## config.mk

```make
export PLATFORM = sky130hd
export DESIGN_NAME = fuec_encoder_48_32_stream
export DESIGN_NICKNAME = d
export VERILOG_FILES = /design/src/rtl/fuec_48_32_pkg.sv /design/src/rtl/fuec_pipe_stage.sv /design/src/rtl/fuec_encoder_48_32_stream.sv
export SDC_FILE = /design/constraint.sdc
export NUM_CORES = 1
export LEC_CHECK = 0
export CORE_UTILIZATION = 51
export CTS_CLUSTER_DIAMETER = 120
export DETAILED_ROUTE_END_ITERATION = 12
export PLACE_DENSITY = 0.92
export RECOVER_POWER = 100
export SETUP_SLACK_MARGIN = 0.02
export SLEW_MARGIN = 30
export SYNTH_ARGS = -nofsm -noshare
export SYNTH_HDL_FRONTEND = slang
export SYNTH_SLANG_ARGS = --single-unit
export TNS_END_PERCENT = 5
```

## constraint.sdc

```tcl
create_clock -name clk -period 5 [get_ports clk]
set_clock_uncertainty 0.2 [all_clocks]
set_input_delay 1 -clock clk [delete_from_list [all_inputs] [get_ports clk]]
set_output_delay 1 -clock clk [all_outputs]
set_load 0.1 [all_outputs]
```

## src/rtl/fuec_48_32_pkg.sv

```systemverilog
// Shared FUEC(48,32) constants: data columns of H, code geometry, check-bit helper
// and injector state encoding.
package fuec_48_32_pkg;

  localparam int FUEC_N = 48;
  localparam int FUEC_K = 32;
  localparam int FUEC_R = 16;

  // Row j selects the data bits that feed check bit j. Data bit i (i<16) has column
  // {i, i+1}; data bit 16+k has column {k, k+3} (indices mod 16).
  localparam logic [FUEC_R-1:0][FUEC_K-1:0] FUEC_H_DATA = {
    32'h9000_C000, 32'h4800_6000, 32'h2400_3000, 32'h1200_1800,
    32'h0900_0C00, 32'h0480_0600, 32'h0240_0300, 32'h0120_0180,
    32'h0090_00C0, 32'h0048_0060, 32'h0024_0030, 32'h0012_0018,
    32'h0009_000C, 32'h8004_0006, 32'h4002_0003, 32'h2001_8001
  };

  typedef enum logic [1:0] {
    IDLE   = 2'd0,
    ARMED  = 2'd1,
    STICKY = 2'd2
  } inj_state_t;

  function automatic logic [FUEC_R-1:0] fuec_check(input logic [FUEC_K-1:0] data);
    logic [FUEC_R-1:0] c;
    c = '0;
    for (int j = 0; j < FUEC_R; j++) c[j] = ^(data & FUEC_H_DATA[j]);
    return c;
  endfunction

endpackage

```

## src/rtl/fuec_pipe_stage.sv

```systemverilog
// One valid/ready register slice; the slot refills whenever it is empty or being drained.
module fuec_pipe_stage #(
  parameter int W = 48
) (
  input  logic         clk,
  input  logic         rst,
  input  logic         s_valid,
  output logic         s_ready,
  input  logic [W-1:0] s_data,
  output logic         m_valid,
  input  logic         m_ready,
  output logic [W-1:0] m_data
);

  assign s_ready = !m_valid || m_ready;

  always_ff @(posedge clk) begin
    if (rst) begin
      m_valid <= 1'b0;
      m_data  <= '0;
    end else if (s_ready) begin
      m_valid <= s_valid;
      if (s_valid) m_data <= s_data;
    end
  end

endmodule

```

## src/rtl/fuec_encoder_48_32_stream.sv

```systemverilog
// Streaming FUEC(48,32) encoder with an output-side XOR error injector for decoder tests.
// state  | meaning
// IDLE   | no mask applied
// ARMED  | mask applied to the next transferred codeword only
// STICKY | mask applied to every codeword until inj_clr
module fuec_encoder_48_32_stream
  import fuec_48_32_pkg::*;
#(
  parameter int PIPE_STAGES = 1,
  parameter int CNT_W       = 16
) (
  input  logic             clk,
  input  logic             rst,
  input  logic             s_valid,
  output logic             s_ready,
  input  logic [31:0]      s_data,
  output logic             m_valid,
  input  logic             m_ready,
  output logic [47:0]      m_code,
  input  logic             inj_load,
  input  logic [47:0]      inj_mask,
  input  logic             inj_sticky,
  input  logic             inj_clr,
  output logic             inj_active,
  output logic [CNT_W-1:0] word_cnt
);

  logic              code_v;
  logic [FUEC_N-1:0] code_q;
  logic              in_ready;

  // Any PIPE_STAGES value other than 1 builds the two-stage split-parity pipe.
  if (PIPE_STAGES == 1) begin : g_one
    fuec_pipe_stage #(.W(FUEC_N)) u_st1 (
      .clk     (clk),
      .rst     (rst),
      .s_valid (s_valid),
      .s_ready (in_ready),
      .s_data  ({s_data, fuec_check(s_data)}),
      .m_valid (code_v),
      .m_ready (m_ready),
      .m_data  (code_q)
    );
  end else begin : g_two
    logic [FUEC_R-1:0]          part_lo;
    logic [FUEC_R-1:0]          part_hi;
    logic                       st1_v;
    logic                       st2_ready;
    logic [FUEC_K+2*FUEC_R-1:0] st1_q;

    always_comb begin
      part_lo = '0;
      part_hi = '0;
      for (int j = 0; j < FUEC_R; j++) begin
        part_lo[j] = ^(s_data[15:0]  & FUEC_H_DATA[j][15:0]);
        part_hi[j] = ^(s_data[31:16] & FUEC_H_DATA[j][31:16]);
      end
    end

    fuec_pipe_stage #(.W(FUEC_K + 2*FUEC_R)) u_st1 (
      .clk     (clk),
      .rst     (rst),
      .s_valid (s_valid),
      .s_ready (in_ready),
      .s_data  ({s_data, part_hi, part_lo}),
      .m_valid (st1_v),
      .m_ready (st2_ready),
      .m_data  (st1_q)
    );

    fuec_pipe_stage #(.W(FUEC_N)) u_st2 (
      .clk     (clk),
      .rst     (rst),
      .s_valid (st1_v),
      .s_ready (st2_ready),
      .s_data  ({st1_q[63:32], st1_q[31:16] ^ st1_q[15:0]}),
      .m_valid (code_v),
      .m_ready (m_ready),
      .m_data  (code_q)
    );
  end

  // Held low through reset so nothing is accepted into a pipe that is being flushed.
  assign s_ready = !rst && in_ready;
  assign m_valid = code_v;

  inj_state_t  state_q, state_d;
  logic [47:0] mask_q, mask_d;

  always_ff @(posedge clk) begin
    if (rst) begin
      state_q <= IDLE;
      mask_q  <= '0;
    end else begin
      state_q <= state_d;
      mask_q  <= mask_d;
    end
  end

  always_comb begin
    state_d = state_q;
    mask_d  = mask_q;
    if (inj_clr) begin
      state_d = IDLE;
      mask_d  = '0;
    end else if (inj_load) begin
      state_d = inj_sticky ? STICKY : ARMED;
      mask_d  = inj_mask;
    end else if (state_q == ARMED && code_v && m_ready) begin
      state_d = IDLE;
    end
  end

  assign inj_active = (state_q != IDLE);
  assign m_code     = code_q ^ (inj_active ? mask_q : 48'h0);

  always_ff @(posedge clk) begin
    if (rst)                      word_cnt <= '0;
    else if (s_valid && s_ready)  word_cnt <= word_cnt + CNT_W'(1);
  end

endmodule

```

==> metrics.md <==
| Metric | Value |
|---|---|
| Status | `finished, violations left` |
| Failing checks | `max-capacitance violations, max-slew violations` |
| Post-synth ARST share | `0%` |
| Warnings from Yosys | `0` |
| Unrepaired setup endpoints after global routing | `false` |
| Grt total ovfl | `0` |
| Syn Std Cell Area | `5200 sq um` |
| Worst-path clk slew | `0.05 ns` |
| Worst path cell trace | `or2_2 -> buf_4 -> nand2_1 -> xnor2_1 -> dlygate4sd3_1` |
| Post-CTS setup buffers | `0` |
| Power Density | `393 nW/um^2` |
| #FFs+latches synth | `115` |
| IO buf count | `roughly 150` |
| Die area | `10600 sq um` |
| P&R area growth vs syn | `39.6%` |
| Num CTS Buffers | `17` |
| Fill cell total of the finished layout | `739` |
| Placer Congestion | `0.798` |
| Clk sinks | `115` |
| CTS tree | `built` |
| Setup Crit Path Kind | `reg2out` |
| Post-Syn Instances | `598` |
| Fraction of layout cells with a size suffix above 1 | `5.47%` |
| PnR worst setup slack | `0.798 ns` |
| Initial antenna violation count | `0` |
| Fin util | `74.0%` |
| Clock Tree Buf Depth | `2` |
| # diodes | `0` |
| Pins over their slew limit | `163` |
| Netlist cell types | `32` |
| Crit-path slowest cell | `dlygate4sd3_1` |
| Drt first pass iters | `4` |
| GR peak layer | `met2` |
| R2R Setup Slk | `1.86 ns` |
| Final hold violations | `0` |
| Total Power | `2.86 mW` |
| Via count of the first global-routing pass | `between 4000 and 5000` |
| Core area | `9820 sq um` |
| Post-synth EDFFs | `0` |
| Max cap viols | `3` |
| Net count, final | `825` |
| Fin crit period | `about 4.2 ns` |
| Synth Area per Inst | `slightly below 9 sq um` |
| Die Span Y | `around 100 um` |
| Root Buffer | `clkbuf_8` |
| Hold Crit Class | `reg2reg` |
| CP required | `3.80 ns` |
| Final HPWL DP | `10300 um` |
| I/O pins | `154` |
| Detailed Route Iter0 Violations | `166` |
| First-pass GRT wire length | `22200 um` |
| Routed WL per cell | `approximately 16 um` |
| Pre-CTS setup slack | `1.36 ns` |
| Final period utilization | `84.0%` |
| Post-CTS resize count | `0` |
| Ys flop type | `dfxtp_1` |
| Crit path DAT | `3.00 ns` |
| Met1 Track Usage GR | `between 20 and 30%` |
| Routed vias | `4683` |
| FP Rows | `36` |
| Syn Nets | `686` |
| Relative slew margins | `-89.8%` |
| Worst-Skew Late Latency | `about 0.5 ns` |
| Register area share after synthesis | `between 40 and 50%` |
| Final WL | `roughly 14000 um` |
| CP max FO | `21` |
| Antenna Nets Post-Route | `0` |
| Worst-Margin Slew | `2.85 ns` |
| Pin count of the biggest net entering global routing | `67` |
| Met2 GRT Util | `between 50% and 60%` |
| Vias per cell | `5.31` |
| Max rail drop VDD | `0.196 mV` |
| H-tree levels | `4` |
| Slowest stage delay, CP | `between 1 and 1.5 ns` |
| Sum Neg Setup Slack | `0 ns` |
| # hold bufs at CTS | `0` |
| Startpoint Class | `register` |
| Fmax | `0.238 GHz` |
| Total leakage power | `2.82 nW` |
| Initial core utilization | `53.0%` |
| Global Route met3 Usage | `between 8 and 9%` |
| Post-route DRC violation count | `0` |
| Finish-stage setup viols | `0` |
| GR Util All Layers | `27.5%` |
| Crit path capture type | `output pin` |
| Chip width | `103 um` |
## stage by stage
step / cells / area [sq um] / hold slack (ns)
finish: 882 / 7270 / 0.273
detailed placement: 851 / 6720 / 0.267
CTS: 882 / 7350 / 0.275
floorplan: 598 / 5200 / 0.249
global route: 882 / 7270 / 0.283
global placement: 851 / 6720 / 0.255
## path summary, 6_finish.rpt
kind                          start                endpoint  depth (start not counted)
min reg2reg  g_one.u_st1.m_data[27]  g_one.u_st1.m_data[27]                          2
min          g_one.u_st1.m_data[27]  g_one.u_st1.m_data[27]                          2
max reg2reg     g_one.u_st1.m_valid  g_one.u_st1.m_data[11]                          4
max                      state_q[1]               m_code[8]                          5
## registers in the layout, indices dropped and copies added (netlist names)
signal and count:
state_q 2, word_cnt 16, mask_q 48, g_one.u_st1.m_valid 1
g_one.u_st1.m_data 48
## worst max-delay path, delay by kind of cell, from the launching register on
kind                      cells  cell delay [ns]
and+or+nand+nor               2             0.54
xor gates and xnor gates      1             0.13
buffers and inverters         2             1.51
DFF                           1             0.31
## final cells by class
type,count,area [sq um],share of cell area [%]
Inverter,2,7.51,0.103
Timing Repair Buffer,157,1420,19.6
Tap cell,133,166,2.29
Clock inverter,8,149,2.05
Sequential cell,115,2300,31.7
Clock buffer,23,477,6.56
Multi-Input combinational cell,444,2740,37.7
## cells in the final DEF (no fill, tap or decap), drive strengths merged, types with 2 or more instances in the layout
cell,instances
clkinvlp,2
nand2,121
a21oi,38
xor2,3
clkdlybuf4s50,81
o311ai,4
or4,2
or2,3
dfxtp,115
clkbuf,44
buf,6
and2,2
nor2,74
nand4,5
xnor2,98
o41ai,4
clkinv,2
a211oi,16
or3,4
inv,2
bufinv,4
dlygate4sd3,49
o21ai,5
and4,2
nand3,6
mux2i,49
## cell usage after synthesis (all sizes together) (5+ instances only)
cell,count,area [sq um]
a211oi,16,120
nand4,5,37.5
buf,12,56.3
clkbuf,25,93.8
mux2i,49,490
nand3,6,35.0
a21oi,38,190
xnor2,98,858
nor2,74,278
o21ai,5,25.0
nand2,121,454
dfxtp,115,2300
## per-layer routing
layer	vias up	wire, um
met5	-	0
met4	0	187
met3	18	1010
met2	150	7500
met1	2259	5790
li1	2256	-
## kinds of logic (layout without fill, tap and decap cells)
kind of cell	after synthesis	in the layout	share of synthesized area, %
xor+xnor	101	101	17.0
simple gates	223	223	17.8
compound gates	69	69	8.08
fa+ha+maj	1	1	0.240
flops	115	115	44.2
mux	50	50	9.64
buf+inv	39	190	3.03
## where the power goes
group          internal [mW]  switching [mW]
clock network          0.860           0.410
registers              0.962          0.0330
logic                  0.187           0.408
total                   2.01           0.850
(Power assumes the default switching activity.)
